**src/rtl/float_fix_pkg.sv**
```systemverilog
// Shared types and constants for the binary16 -> Q8.8 converter.
package float_fix_pkg;

    localparam int FRAC_BITS  = 8;
    localparam int MAN_BITS   = 10;
    localparam int EXP_BIAS   = 15;
    // fixed = M * 2^(e - SHIFT_ZERO), with M the 11-bit significand as an integer
    localparam int SHIFT_ZERO = EXP_BIAS + MAN_BITS - FRAC_BITS;
    localparam int OVF_EXP    = 22;

    localparam logic [15:0] SAT_POS = 16'h7FFF;
    localparam logic [15:0] SAT_NEG = 16'h8000;

    typedef enum logic [1:0] {
        IDLE,
        SHIFT,
        ROUND,
        OUT
    } state_t;

    typedef struct packed {
        logic        sign;
        logic [10:0] mant;
        logic        special;
        logic [15:0] special_value;
        logic        special_ovf;
        logic        special_nan;
        logic        shift_left;
        logic [4:0]  shift_amt;
    } unpack_t;

endpackage

```
**src/rtl/fp16_unpack.sv**
```systemverilog
// Combinational decode of a binary16 operand: significand, shift direction/amount
// and early resolution of zero, NaN and out-of-range inputs.
module fp16_unpack
    import float_fix_pkg::*;
(
    input  logic [15:0] float_in,
    output unpack_t     unp
);

    logic [4:0]        exp_f;
    logic [9:0]        man_f;
    logic [4:0]        exp_eff;
    logic signed [6:0] shift_s;
    logic              is_zero;
    logic              is_nan;
    logic              is_big;
    logic              is_min_neg;

    always_comb begin
        exp_f      = float_in[14:10];
        man_f      = float_in[9:0];
        exp_eff    = (exp_f == 5'd0) ? 5'd1 : exp_f;
        shift_s    = $signed({2'b00, exp_eff}) - $signed(7'(SHIFT_ZERO));
        is_zero    = (exp_f == 5'd0) && (man_f == 10'd0);
        is_nan     = (exp_f == 5'd31) && (man_f != 10'd0);
        is_big     = !is_nan && (exp_f >= 5'(OVF_EXP));
        // -128.0 is the one out-of-range-exponent value Q8.8 can represent exactly
        is_min_neg = float_in[15] && (exp_f == 5'(OVF_EXP)) && (man_f == 10'd0);

        unp.sign          = float_in[15];
        unp.mant          = {exp_f != 5'd0, man_f};
        unp.special       = is_zero | is_nan | is_big;
        unp.special_value = is_big ? (float_in[15] ? SAT_NEG : SAT_POS) : 16'h0000;
        unp.special_ovf   = is_big && !is_min_neg;
        unp.special_nan   = is_nan;
        unp.shift_left    = !shift_s[6];
        unp.shift_amt     = shift_s[6] ? 5'(-shift_s) : 5'(shift_s);
    end

endmodule

```
**src/rtl/float_to_fixed.sv**
```systemverilog
// Serial binary16 -> signed Q8.8 converter: one shift bit per cycle, then
// round-to-nearest-even and sign application, with valid/ready on both sides.
module float_to_fixed
    import float_fix_pkg::*;
(
    input  logic        clk,
    input  logic        rst_n,
    input  logic        in_valid,
    output logic        in_ready,
    input  logic [15:0] float_in,
    output logic        out_valid,
    input  logic        out_ready,
    output logic [15:0] fixed_out,
    output logic        out_ovf,
    output logic        out_nan,
    output logic        out_inexact
);

    state_t      state_reg;
    state_t      state_next;
    unpack_t     unp;
    logic        accept;

    logic        sign_reg;
    logic        left_reg;
    logic        guard_reg;
    logic        sticky_reg;
    logic [4:0]  count_reg;
    logic [15:0] mag_reg;
    logic [15:0] fixed_reg;
    logic        ovf_reg;
    logic        nan_reg;
    logic        inexact_reg;

    logic        round_up;
    logic [15:0] mag_rounded;

    fp16_unpack u_unpack (
        .float_in (float_in),
        .unp      (unp)
    );

    assign accept = in_valid && in_ready;

    always_ff @(posedge clk or negedge rst_n) begin
        if (!rst_n) begin
            state_reg <= IDLE;
        end else begin
            state_reg <= state_next;
        end
    end

    always_comb begin
        state_next = state_reg;
        case (state_reg)
            IDLE:    if (accept) state_next = unp.special ? OUT : SHIFT;
            SHIFT:   if (count_reg == 5'd0) state_next = ROUND;
            ROUND:   state_next = OUT;
            OUT:     if (out_ready) state_next = IDLE;
            default: state_next = IDLE;
        endcase
    end

    always_comb begin
        in_ready  = (state_reg == IDLE);
        out_valid = (state_reg == OUT);
    end

    // Left shifts are always exact, so guard/sticky stay clear on that path.
    always_comb begin
        round_up    = guard_reg & (sticky_reg | mag_reg[0]);
        mag_rounded = mag_reg + {15'd0, round_up};
    end

    always_ff @(posedge clk or negedge rst_n) begin
        if (!rst_n) begin
            sign_reg    <= 1'b0;
            left_reg    <= 1'b0;
            guard_reg   <= 1'b0;
            sticky_reg  <= 1'b0;
            count_reg   <= 5'd0;
            mag_reg     <= 16'd0;
            fixed_reg   <= 16'd0;
            ovf_reg     <= 1'b0;
            nan_reg     <= 1'b0;
            inexact_reg <= 1'b0;
        end else begin
            case (state_reg)
                IDLE: begin
                    if (accept) begin
                        sign_reg   <= unp.sign;
                        left_reg   <= unp.shift_left;
                        count_reg  <= unp.shift_amt;
                        mag_reg    <= {5'd0, unp.mant};
                        guard_reg  <= 1'b0;
                        sticky_reg <= 1'b0;
                        if (unp.special) begin
                            fixed_reg   <= unp.special_value;
                            ovf_reg     <= unp.special_ovf;
                            nan_reg     <= unp.special_nan;
                            inexact_reg <= 1'b0;
                        end
                    end
                end
                SHIFT: begin
                    if (count_reg != 5'd0) begin
                        count_reg <= count_reg - 5'd1;
                        if (left_reg) begin
                            mag_reg <= mag_reg << 1;
                        end else begin
                            mag_reg    <= mag_reg >> 1;
                            guard_reg  <= mag_reg[0];
                            sticky_reg <= sticky_reg | guard_reg;
                        end
                    end
                end
                ROUND: begin
                    fixed_reg   <= sign_reg ? (16'd0 - mag_rounded) : mag_rounded;
                    ovf_reg     <= 1'b0;
                    nan_reg     <= 1'b0;
                    inexact_reg <= guard_reg | sticky_reg;
                end
                default: ;
            endcase
        end
    end

    assign fixed_out   = fixed_reg;
    assign out_ovf     = ovf_reg;
    assign out_nan     = nan_reg;
    assign out_inexact = inexact_reg;

endmodule

```
**config.mk**
```make
export PLATFORM = sky130hd
export DESIGN_NAME = float_to_fixed
export DESIGN_NICKNAME = d
export VERILOG_FILES = /design/src/rtl/float_fix_pkg.sv /design/src/rtl/fp16_unpack.sv /design/src/rtl/float_to_fixed.sv
export SDC_FILE = /design/constraint.sdc
export NUM_CORES = 1
export LEC_CHECK = 0
export CORE_UTILIZATION = 59
export CTS_BUF_LIST = sky130_fd_sc_hd__clkbuf_8
export DETAILED_ROUTE_END_ITERATION = 8
export MAX_ROUTING_LAYER = met4
export PLACE_DENSITY = 0.83
export SYNTH_ARGS = -nofsm -noshare
export SYNTH_HDL_FRONTEND = slang
export SYNTH_HIERARCHICAL = 1
export SYNTH_SLANG_ARGS = --single-unit
```
**constraint.sdc**
```tcl
create_clock -name clk -period 2.6 [get_ports clk]
set_input_delay 0.26 -clock clk [delete_from_list [all_inputs] [get_ports clk]]
set_output_delay 0.26 -clock clk [all_outputs]
set_load 0.1 [all_outputs]
```
# --- After elaboration in Yosys (flattened, before gate mapping) ---
# Index checks and enable logic that the tools add are counted.
word_totals:
  reg_bits: 46
  latchBits: 0
  ramBits: 0
  mem_bits_ro: 0
  in_bits: 20
  output_inout_bits: 21
  wordCells: 93
  memories: 0
classes:
  n_addsub: 5
  n_mul: 0
  div_mod_pow: 0
  n_lt_le_gt_ge: 1
  eq_ne: 11
  shifts: 0
  mux: 36
  bitwise_logic: 5
  n_reduce_logical: 24
op_table:
  columns: ["op", "count"]
  rows:
  - ["two-way mux 16 bit", 8]
  - ["one-hot mux 16 bit (2 select lines)", 2]
  - ["two-way mux 5 bit", 4]
  - ["adder 16 x 1 -> 16 bit", 1]
  - ["subtractor 1 x 16 -> 16 bit, first input constant", 1]
  - ["two-way mux 1 bit", 11]
  - ["== test 5 bit, second input constant", 2]
  - ["zero test 10 bit", 1]
  - ["zero test 5 bit", 2]
  - ["one-hot mux 1 bit (2 select lines)", 5]
  - ["one-hot mux 5 bit (2 select lines)", 1]
  - ["nonzero test 10 bit", 1]
  - ["nonzero test 5 bit", 2]
  - ["AND reduction 3 bit", 3]
  - ["two-way mux 2 bit", 4]
  - ["one-hot mux 2 bit (4 select lines)", 1]
  - ["logical AND 1 bit", 7]
  - ["!= test 2 x 1 -> 1 bit, second input constant", 3]
  - ["!= test 2 bit, second input constant", 3]
  - ["subtractor 5 x 5 -> 6 bit, second input constant", 1]
  - ["greater-or-equal comparator 5 bit, second input constant", 1]
  - ["negation 5 bit", 1]
  - ["subtractor 5 x 1 -> 5 bit, second input constant", 1]
  - ["== test 2 bit, second input constant", 2]
  - ["other kinds (8)", 14]

# --- Longest topological paths before layout ---
depth:
  depth_word: 8
  mapped_depth: 11
  depth_no_buf: 10

# --- Cells and area by module ---
# The synthesis kept the hierarchy.
by_module_without_submodules:
  columns: ["mod", "n_inst", "cells_each", "area_each_um2", "seq_area_each_um2"]
  rows:
  - ["float_to_fixed", 1, 380, 3251.9, 1151.1]
  - ["fp16_unpack", 1, 81, 566.8, 0.0]

# --- Worst setup path after synthesis ---
# Ideal clock, no wire load.
synth_timing:
  path_kind: "reg-to-reg"
  startpoint: "register state_reg[0]"
  endpoint: "register count_reg[3]"
  setup_ps: 77
  arrival_ps: 2589
  setup_slack_ps: -67
  stages_incl_launch_ff: 9
  n_path_buf: 2
  cell_sequence: "dfrtp_1 -> inv_1 -> ha_1 -> clkbuf_1 -> o21ai_0 -> a21oi_1 -> clkbuf_1 -> o22ai_1 -> a21oi_1"
synth_via:
  elab_chain_len: 4
  elab_cells_between_ends: 8
  cone_classes: "3 x eq/ne; 1 x mux; 4 x reduce/logical"
synth_lines:
  columns: ["element", "line", "source"]
  rows:
  - ["start: declaration", "float_to_fixed.sv:19", "state_t state_reg;"]
  - ["start signal: assignment", "float_to_fixed.sv:49", "state_reg <= state_next;"]
  - ["zero test 2 bit (*)", "float_to_fixed.sv:65", "in_ready = (state_reg == IDLE);"]
  - ["named net in_ready", "float_to_fixed.sv:9", "output logic in_ready,"]
  - ["logical AND 1 bit", "float_to_fixed.sv:43", "assign accept = in_valid && in_ready;"]
  - ["!= test 2 x 1 -> 1 bit (no line)", null, null]
  - ["AND reduction 3 bit (no line)", null, null]
  - ["end signal: assignment", "float_to_fixed.sv:93", "count_reg <= unp.shift_amt;"]
  - ["end signal: assignment", "float_to_fixed.sv:107", "count_reg <= count_reg - 5'd1;"]
  - ["end: declaration", "float_to_fixed.sv:28", "logic [4:0] count_reg;"]
# The timed path passes the listed nets; every way through them passes the cells marked *.
# A chain may end at the register's enable or synchronous reset.

# --- Worst setup path in the final report ---
layout_timing:
  startpoint: "register guard_reg"
  endpoint: "register fixed_reg[15] (netlist: fixed_out[15])"
layout_via:
  elab_chain_len: 5
layout_lines:
  columns: ["element", "line", "source"]
  rows:
  - ["start: declaration", "float_to_fixed.sv:26", "logic guard_reg;"]
  - ["start signal: assignment", "float_to_fixed.sv:112", "guard_reg <= mag_reg[0];"]
  - ["AND 1 bit (*)", "float_to_fixed.sv:71", "round_up = guard_reg & (sticky_reg | mag_reg[0]);"]
  - ["adder 16 x 1 -> 16 bit (*)", "float_to_fixed.sv:72", "mag_rounded = mag_reg + {15'd0, round_up};"]
  - ["subtractor 1 x 16 -> 16 bit", "float_to_fixed.sv:118", "fixed_reg <= sign_reg ? (16'd0 - mag_rounded) : mag_rounded;"]
  - ["two-way mux 16 bit (*)", "float_to_fixed.sv:118", null]
  - ["one-hot mux 16 bit (2 select lines) (*)", "float_to_fixed.sv:88", "case (state_reg)"]
  - ["end signal: assignment", "float_to_fixed.sv:98", "fixed_reg <= unp.special_value;"]
  - ["end signal: assignment", "float_to_fixed.sv:118", null]
  - ["end: declaration", "float_to_fixed.sv:30", "logic [15:0] fixed_reg;"]
# Every way passes the cells marked *; elsewhere a longest branch is shown, timed or not.

==> flow_summary.yaml <==
global_route:
  grt_pass1_vias: 3018
  grt_max_degree: 47
  grt_first_pass_wirelength_um: 14120
  grt_overflow_total: 0
  grt_usage: 0.2782
  antenna_found_initial: 0
detailed_routing:
  drt_wl_total_um: 8119
  antenna_left: 0
  post_drt_wl_per_cell_um: 14.90
  vias: 3213
  drc: 0
  firstDrtPassIters: 4
  drt_iter0_drc: 150
  detail_route.vias_per_cell: 5.895
cells_and_area:
  synthToLayoutAreaGrowth_pct: 8.650
  finalNetCount: 500
  mostFrequentLayoutCell: "nand2_1"
  final_cell_mix: "62 x nand2_1, 47 x o21ai_0, 46 x dfrtp_1, 37 x buf_4, 24 x nor2_1"
  diodes: 0
  drive_gt1_frac: 0.1766
  fin_util: 0.6806
synth:
  synth_compound_area_frac: 0.1786
  synth_ff_type: "dfrtp_1"
  synth.largest_area_cell: "dfrtp_1"
  yosys_warnings: 6
  syn_avg_cell_area_um2: 8.283
  yosys.area_share.simple: 0.2290
  synth_edf_count: 0
  synthAdderAreaFrac: 0.03604
  synth_seq_cells: 46
  synth_xor_area_frac: 0.07241
  syn_area_um2: 3819
  synth_mux_area_frac: 0.07667
  synth_top_family_by_area: "simple AND/OR/NAND/NOR gates"
  async_reset_ff_frac: 1.000
  yosysSeqAreaShare: 0.3014
  yosysUniqueCellTypes: 65
  synth_top_area_frac: 0.3014
  ys_top_cells_by_area: "dfrtp_1 30%, o21ai_0 6.2%, nand2_1 6.1%, buf_4 5.1%, mux2i_1 4.7%"
  syn_inst: 461
  syn_nets: 492
cts:
  cts_hold_buf: 0
  clkTransAtPathRegs_ns: 0.09
  clockRootBuffer: "clkbuf_8"
  htree_levels: 2
  cts_buffer_depth: 2
  clock_sinks: 46
  numCtsBuffers: 5
  clk_latency_ns: 0.31
  cts_tree: "yes"
sta:
  slew_headroom: 0.3046
  setup_slack_ns: 0.1831
  slew_viol_final: 0
  min_period_over_period: 0.9296
  finalHoldViolCount: 0
  setup-violations-final: 0
  final.min_clock_period_ns: 2.417
  timing.fmax_mhz: 413.8
  rsz0062_at_grt: "false"
  finalSetupTns_ns: 0
  finalClockSkew_ns: 0.009465
  tightest_slew_ns: 1.043
die:
  num_io_pins: 41
  rows: 28
  fp.coreArea_um2: 6096
  die_w_um: 82.45
  chipHeight_um: 82.45
  dieArea_um2: 6798
  initial_core_util: 0.6264
worst_setup_path:
  r2r_cells: 9
  required_ns: 2.79
  critPathMaxStageDelay_ns: 0.38
  slowest_stage: "dfrtp_1"
  arrival_ns: 2.61
  crit_chain: "and2_2, ha_1, and2_1, and2_1, xnor2_2, nand4_4, nor3b_2, mux2i_1, a31oi_1"
  crit_top_cell: "and2_1"
  cp_top_family: "simple AND/OR/NAND/NOR gates"
  worstSetupEndpointType: "flop"
  critical_path_class: "flop to flop"
  crit_cells: 9
  path_max_fanout: 6
  startpoint_type: "flop"
  cp_num_buf_inv: 0
job:
  max_cap_viol_count: 0
placement:
  place_ws_ns: 0.08970
  place_hpwl_um: 5988
  gp_congestion: 0.8621
  port_buffers: 40
worst_hold_path:
  hold_path_class: "input pin to async pin"
run_status:
  outcome: "complete, no violations"
-- what timing repair did --
| action | CTS | global route |
|---|---|---|
| setup buffers | 0 | 1 |
| resized for setup | 0 | 2 |
| endpoints found under the setup margin | 0 | 5 |
-- logic make-up after synthesis --
| family | after synthesis |
|---|---|
| muxes | 28 |
| adders and majority gates | 11 |
| and+or+nand+nor | 161 |
| buffers and inverters | 73 |
| DFF | 46 |
| AOI/OAI and AO/OA | 113 |
| xor gates and xnor gates | 29 |
-- synth_stat cells (5+ instances only) --
library cell  instances
a21oi_1              23
and3_1                6
buf_2                 8
buf_4                26
clkbuf_1             16
dfrtp_1              46
ha_1                 11
inv_1                17
mux2_2               10
mux2i_1              18
nand2_1              62
nand2b_1              5
nand3_1              21
nor2_1               24
nor3_1                6
nor4_1                5
o21ai_0              47
o21ai_1               7
o22ai_1               7
xnor2_1              17
xor2_1                9
-- through the flow --
stage	hold WS [ns]	area, um^2	cells
after floorplan	-0.03559	3821	461
after CTS	0.1653	4129	544
after global placement	0.4713	4034	536
final	0.1415	4149	545
after global routing	0.2260	4149	545
after detailed placement	0.4878	4034	536
-- worst reg2reg max path, cell delays in order (launching register included) --
cell and delay, ns:
dfrtp_1 0.38, and2_2 0.19, ha_1 0.26, and2_1 0.23, and2_1 0.22, xnor2_2 0.28, nand4_4 0.17, nor3b_2 0.25
mux2i_1 0.22, a31oi_1 0.10
-- layout make-up --
type / count / area, um^2
clock buffer: 6 / 82.58
multi-input combinational: 342 / 2278
clock inverter: 2 / 12.51
fill: 509 / 1947
timing repair buffer: 56 / 462.9
tap: 75 / 93.84
sequential: 46 / 1151
inverter: 18 / 67.56
-- routing by layer --
| layer | routed length, um | share of wire | GRT usage |
|---|---|---|---|
| met5 | 0 | 0 | - |
| met2 | 3926 | 0.48 | 0.4479 |
| met1 | 3763 | 0.46 | 0.3601 |
| met4 | 74 | 0.0091 | 0.08070 |
| met3 | 355 | 0.044 | 0.04505 |
-- path summary, 6_finish.rpt --
| check | start | to | slack, ns |
|---|---|---|---|
| hold / removal | rst_n | mag_reg[14] | 0.14 |
| max in group asynchronous | rst_n | count_reg[2] | 1.83 |
| hold reg to reg | fixed_out[7] | fixed_out[7] | 0.50 |
| setup / recovery | guard_reg | fixed_out[15] | 0.18 |
| min in group clk | fixed_out[7] | fixed_out[7] | 0.50 |
| setup reg to reg | guard_reg | fixed_out[15] | 0.18 |
Power is not shown: default switching activity piles up to over one toggle a cycle in this logic, so the estimate is an artifact.
